$ cat src/rtl/packet_buffers.sv
// Per-channel flit FIFOs with packet-length tracking, forwarding eligibility and credit return.
// Optional per-channel drop statistics are enabled by defining PACKET_BUFFERS_STATS_EN.
module packet_buffers #(
    parameter int NUM_BUFFERS      = 4,
    parameter int DEPTH            = 8,
    parameter int FLIT_WIDTH       = 32,
    parameter int PKT_LENGTH_WIDTH = 4,
    parameter int LEN_LSB          = 0,
    parameter int CUT_THROUGH      = 0
) (
    input  logic                                          CLK,
    input  logic                                          nRST,
    input  logic [NUM_BUFFERS-1:0]                        wen,
    input  logic [NUM_BUFFERS-1:0][FLIT_WIDTH-1:0]        wdata,
    input  logic [NUM_BUFFERS-1:0]                        ren,
    input  logic [NUM_BUFFERS-1:0]                        clear,
    output logic [NUM_BUFFERS-1:0][FLIT_WIDTH-1:0]        rdata,
    output logic [NUM_BUFFERS-1:0]                        full,
    output logic [NUM_BUFFERS-1:0]                        empty,
    output logic [NUM_BUFFERS-1:0][$clog2(DEPTH+1)-1:0]   count,
    output logic [NUM_BUFFERS-1:0]                        pkt_valid,
    output logic [NUM_BUFFERS-1:0]                        head,
    output logic [NUM_BUFFERS-1:0]                        overrun,
    output logic [NUM_BUFFERS-1:0]                        underrun,
    output logic [NUM_BUFFERS-1:0]                        credit
`ifdef PACKET_BUFFERS_STATS_EN
    ,
    output logic [NUM_BUFFERS-1:0][15:0]                  drop_cnt
`endif
);

    localparam int CW  = $clog2(DEPTH + 1);
    localparam int PW  = $clog2(DEPTH);
    localparam int PLW = PKT_LENGTH_WIDTH;

    for (genvar i = 0; i < NUM_BUFFERS; i++) begin : g_chan
        logic [FLIT_WIDTH-1:0] mem [DEPTH];
        logic [PW-1:0]         wr_ptr, rd_ptr;
        logic [CW-1:0]         cnt, pkt_cnt;
        logic [PLW-1:0]        wr_rem, rd_rem;
        logic [PLW-1:0]        wr_len, rd_len, wr_len_m1, rd_len_m1;
        logic                  is_full, is_empty;
        logic                  pop_ok, push_ok, drop, empty_pop;
        logic                  wr_done, rd_done;
        logic                  ovr_q, und_q, crd_q;

        assign is_full   = (cnt == CW'(DEPTH));
        assign is_empty  = (cnt == '0);

        // A pop frees a slot in the same cycle, so a write to a full channel still lands
        assign pop_ok    = ren[i] && !is_empty && !clear[i];
        assign push_ok   = wen[i] && !clear[i] && (!is_full || pop_ok);
        assign drop      = wen[i] && !clear[i] && is_full && !pop_ok;
        assign empty_pop = ren[i] && is_empty && !clear[i];

        // A length field of zero is a single-flit packet
        assign wr_len    = wdata[i][LEN_LSB +: PLW];
        assign rd_len    = mem[rd_ptr][LEN_LSB +: PLW];
        assign wr_len_m1 = (wr_len == '0) ? '0 : wr_len - 1'b1;
        assign rd_len_m1 = (rd_len == '0) ? '0 : rd_len - 1'b1;

        assign wr_done = push_ok && ((wr_rem == '0) ? (wr_len_m1 == '0) : (wr_rem == PLW'(1)));
        assign rd_done = pop_ok  && ((rd_rem == '0) ? (rd_len_m1 == '0) : (rd_rem == PLW'(1)));

        always_ff @(posedge CLK) begin
            if (push_ok) begin
                mem[wr_ptr] <= wdata[i];
            end
        end

        always_ff @(posedge CLK or negedge nRST) begin
            if (!nRST) begin
                wr_ptr  <= '0;
                rd_ptr  <= '0;
                cnt     <= '0;
                pkt_cnt <= '0;
                wr_rem  <= '0;
                rd_rem  <= '0;
                ovr_q   <= 1'b0;
                und_q   <= 1'b0;
                crd_q   <= 1'b0;
            end else if (clear[i]) begin
                wr_ptr  <= '0;
                rd_ptr  <= '0;
                cnt     <= '0;
                pkt_cnt <= '0;
                wr_rem  <= '0;
                rd_rem  <= '0;
                ovr_q   <= 1'b0;
                und_q   <= 1'b0;
                crd_q   <= 1'b0;
            end else begin
                if (push_ok) begin
                    wr_ptr <= (wr_ptr == PW'(DEPTH - 1)) ? '0 : wr_ptr + 1'b1;
                    wr_rem <= (wr_rem == '0) ? wr_len_m1 : wr_rem - 1'b1;
                end
                if (pop_ok) begin
                    rd_ptr <= (rd_ptr == PW'(DEPTH - 1)) ? '0 : rd_ptr + 1'b1;
                    rd_rem <= (rd_rem == '0) ? rd_len_m1 : rd_rem - 1'b1;
                end
                case ({push_ok, pop_ok})
                    2'b10:   cnt <= cnt + 1'b1;
                    2'b01:   cnt <= cnt - 1'b1;
                    default: cnt <= cnt;
                endcase
                if (wr_done && !rd_done) begin
                    pkt_cnt <= pkt_cnt + 1'b1;
                end else if (rd_done && !wr_done) begin
                    pkt_cnt <= pkt_cnt - 1'b1;
                end
                ovr_q <= drop;
                und_q <= empty_pop;
                crd_q <= pop_ok;
            end
        end

        assign rdata[i]    = mem[rd_ptr];
        assign full[i]     = is_full;
        assign empty[i]    = is_empty;
        assign count[i]    = cnt;
        assign head[i]     = (rd_rem == '0) && !is_empty;
        assign overrun[i]  = ovr_q;
        assign underrun[i] = und_q;
        assign credit[i]   = crd_q;

        if (CUT_THROUGH != 0) begin : g_cut
            assign pkt_valid[i] = !is_empty;
        end else begin : g_store
            // Store-and-forward eligibility lags the state change by one edge
            logic pv_q;
            always_ff @(posedge CLK or negedge nRST) begin
                if (!nRST) begin
                    pv_q <= 1'b0;
                end else if (clear[i]) begin
                    pv_q <= 1'b0;
                end else begin
                    pv_q <= (pkt_cnt != '0) || is_full;
                end
            end
            assign pkt_valid[i] = pv_q;
        end

`ifdef PACKET_BUFFERS_STATS_EN
        logic [15:0] drops;
        always_ff @(posedge CLK or negedge nRST) begin
            if (!nRST) begin
                drops <= '0;
            end else if (clear[i]) begin
                drops <= '0;
            end else if (drop && (drops != 16'hFFFF)) begin
                drops <= drops + 1'b1;
            end
        end
        assign drop_cnt[i] = drops;
`endif
    end

endmodule

$ cat config.mk
export PLATFORM = sky130hd
export DESIGN_NAME = packet_buffers
export DESIGN_NICKNAME = d
export VERILOG_FILES = /design/src/rtl/packet_buffers.sv
export SDC_FILE = /design/constraint.sdc
export NUM_CORES = 1
export LEC_CHECK = 0
export ABC_CLOCK_PERIOD_IN_PS = 12400
export CORE_AREA = 4 4 274 276
export DETAILED_ROUTE_END_ITERATION = 10
export DIE_AREA = 0 0 278 280
export HOLD_SLACK_MARGIN = 0.12
export PLACE_DENSITY = 0.84
export SLEW_MARGIN = 20
export SYNTH_ARGS = -nofsm -noshare
export SYNTH_HDL_FRONTEND = slang
export SYNTH_SLANG_ARGS = --single-unit
$ cat constraint.sdc
create_clock -name CLK -period 12.4 [get_ports CLK]
set_clock_uncertainty 0.1 [all_clocks]
set_input_delay 2.48 -clock CLK [delete_from_list [all_inputs] [get_ports CLK]]
set_output_delay 2.48 -clock CLK [all_outputs]
set_load 0.02 [all_outputs]
==> results.md <==
* Pint at 7330 uW
* Slowest CP cell: dfrtp_4
* CP Capture Type: output port
* Clock tree buffer depth at 3
* Largest net degree at the start of global routing at 67
* Sequential Power Share at 44.4%
* Comb power frac at 23.8%
* CTS tree: yes
* Post-CTS sizing at 0
* Initial DRC count at 2354
* Pre-CTS setup slack at 6.35 ns
* Critical Path Start Type: flip-flop
* Post-CTS Setup Repair Bufs at 0
* Routed wl met3 at 6.72 mm
* Slew headroom at 25.7%
* Fill cells at 3933
* Site row count at 99
* Pwr per Cell Area at 190 nW/um^2
* Tcrit/Tclk final at 52.3%
* Worst setup path class: reg2out
* Register area share after synthesis at 73.3%
* Routed Wire Length at 98.4 mm
* Ratio of cells with drive above 1 in the final layout at 23.7%
* Dominant synthesized flop cell: edfxtp_1
* Top cell type by total area after synthesis: edfxtp_1
* Non-Filler Instances at 3701
* Clk slew on worst S/H paths at 0.06 ns
* CP top delay family: buffers and inverters
* # setup viols final at 0
* Post-DP HPWL at 53.2 mm
* CTS root buffer: clkbuf_16
* Count of cell types in the netlist at 74
* # clock sinks at 1128
* Arrival time worst endpoint at 3.90 ns
* Worst-Margin Slew at 1.11 ns
* Initial Utilization at 62.7%
* Core Util, Final at 73.4%
* Met2 wire length at 52.9 mm
* Routed Antenna Nets at 0
* Top layer in use: met5
* Total Power at 10100 uW
* Sw Ratio at 27.8%
* Initial antenna violation count at 7
* Setup TNS at 0 ns
* Net Switching at 2820 uW
* Ys Warns at 0
* Overall routing resource usage at 25.5%
* WL per Instance at 26.6 um
* Sequential Area at 33400 sq um
* Clock H-tree levels at 3
* P_leak at 0.0176 uW
* Clock power share at 31.8%
* Final worst slack at 5.92 ns
* Max VDD drop at 0.231 mV
* WL met1 at 35.9 mm
* Total gr overflow at 0
* Syn Area/Cell at 19.9 sq um
* Max-cap violations at 0
* Global-route wire length before repair at 152 mm
* Synthesized area at 45500 sq um
* # hold bufs at CTS at 0
* IO Pins at 314
* Critical path's largest stage delay at 0.75 ns
* Area Overhead vs Synth at 17.2%
* Vias per cell at 6.30
* Worst skew pair latency at 0.67 ns
* Worst path required time at 9.82 ns
* Synth Register Bits at 1128
* Final min period at 6.48 ns
* Routability-driven placement congestion ratio at 0.807
* Final Max Slew Viols at 0
* Drt first pass iters at 6
* Crit path max fanout at 42
* Cells after Synth at 2285
* WP buf/inv at 3
* Drc violations at 0
* Post-Syn Nets at 2490
* Hold Crit Class: reg2reg
* Hold Violations, Final at 0
* CTS buffer count at 108
* Outcome: completed
* RSZ-0062 raised after global routing: no
* Core Area at 72600 sq um
* Horiz. Die Dim at 278 um
* Area of the multi-input gates at 11400 sq um
* Fin nets at 2850
* Yosys top cell area share at 67.6%
* Via count at 23300
* FFs w/ async S/R, synth at 9.22%
* Vias in the first global route at 24900
* Die height at 280 um
* Highest clock rate at 154 MHz
* CP cell instances: buf_4 -> mux4_2 -> mux2i_1 -> inv_1 -> clkdlybuf4s50_1
* EDFF count, synth at 1024
* Die area at 77800 sq um
* Placed cell count at 3494
* Top cells by area, synth: edfxtp_1 68%, mux4_2 13%, dfrtp_1 5.7%, mux2_2 3.0%, ha_1 1.5%
* IO buf count at 313
==> cells in the mapped netlist, types with 13 or more instances <==
cell      count
xor2_1       13
nand2b_1     22
nor2_1       99
mux2_2      120
clkbuf_1     51
nand2_1      53
xnor2_1      14
o31ai_1      19
a21oi_1      60
ha_1         55
dfrtp_1     104
inv_1        64
nor3_1       37
edfxtp_1   1024
mux4_2      254
buf_1        23
buf_4        25
o21ai_0      23
mux2i_1      24
==> per-layer routing <==
layer,up-vias,GRT usage (%)
met2,1025,45.1
met3,179,4.10
met4,2,8.20
li1,9995,-
met5,-,0
met1,12100,33.1
==> cells by family after synthesis <==
family,count (synthesis),synth area share (%)
DFF,1128,73.3
adders and majority gates,63,1.87
AOI/OAI and AO/OA,182,2.73
and+or+nand+nor,299,3.36
xor gates and xnor gates,29,0.592
buffers and inverters,180,1.77
muxes,404,16.3
==> layout make-up <==
cell class	instances	area share [%]
flip-flops and latches	1128	62.6
multi-input cells	977	21.5
repair buffers	363	6.58
clock buffers	141	5.38
well taps	959	2.25
clock inverters	59	1.20
inverters	67	0.472
diodes	7	0.0329
==> placed cells by master (no fill, tap or decap), types with 10 or more instances in the layout <==
master / netlist / layout
buf_4: 25 / 51
xnor2_1: 14 / 14
clkbuf_16: 0 / 110
a211oi_1: 10 / 10
nand2_1: 53 / 53
ha_1: 55 / 55
mux2_2: 120 / 120
xor2_1: 13 / 13
nor2_1: 99 / 78
or3_1: 10 / 10
clkbuf_1: 51 / 31
a21oi_1: 60 / 60
mux4_2: 254 / 254
clkdlybuf4s50_1: 0 / 312
nor2_2: 0 / 21
clkinv_1: 1 / 19
inv_1: 64 / 64
a21o_1: 12 / 12
mux2i_1: 24 / 24
nor3_1: 37 / 27
o22ai_1: 12 / 12
edfxtp_1: 1024 / 1024
o31ai_1: 19 / 19
nor3b_1: 11 / 11
dfrtp_1: 104 / 96
nor4_1: 12 / 11
o21ai_0: 23 / 23
bufinv_16: 0 / 10
nand2b_1: 22 / 22
nor3_2: 2 / 11
clkinv_2: 0 / 20
==> path summary, 6_finish.rpt <==
kind,from,to,slack (ns),cells past startpoint
max,g_chan[0].rd_ptr[0]$_DFFE_PN0P_,rdata[0],5.92,5
min,g_chan[1].pkt_cnt[3]$_DFFE_PN0P_,g_chan[1].pkt_cnt[3]$_DFFE_PN0P_,0.42,1
min in group asynchronous,nRST,g_chan[0].rd_rem[0]$_DFFE_PN0P_,1.76,1
max reg2reg,g_chan[0].rd_ptr[0]$_DFFE_PN0P_,g_chan[0].pkt_cnt[3]$_DFFE_PN0P_,7.34,14
min reg2reg,g_chan[1].pkt_cnt[3]$_DFFE_PN0P_,g_chan[1].pkt_cnt[3]$_DFFE_PN0P_,0.42,1
max in group asynchronous,nRST,g_chan[1].rd_ptr[0]$_DFFE_PN0P_,9.13,2
==> power by group through the flow <==
stage	Clock, uW	Combinational (uW)	Sequential (uW)
3_5_place_dp	0	2380	4580
3_3_place_gp	0	2300	4560
4_1_cts	3290	2430	4510
6_report	3230	2410	4500
2_1_floorplan	0	1660	4480
5_1_grt	3470	2580	4530
==> sequential cells by signal (all words and copies together) (netlist names) <==
name                 cells
g_chan.rd_rem           16
g_chan.pkt_cnt          16
g_chan.mem            1024
g_chan.cnt              16
g_chan.wr_rem           16
g_chan.g_store.pv_q      4
g_chan.crd_q             4
g_chan.und_q             4
g_chan.wr_ptr           12
g_chan.rd_ptr           12
g_chan.ovr_q             4
==> through the flow <==
stage                     hold slack [ns]  area [sq um]
after floorplan                     0.348         45500
after global placement              0.371         49800
after detailed placement            0.396         49800
after CTS                           0.404         53300
after global routing                0.449         53300
final                               0.416         53300
Note: power is estimated with default switching activity, not from simulation.
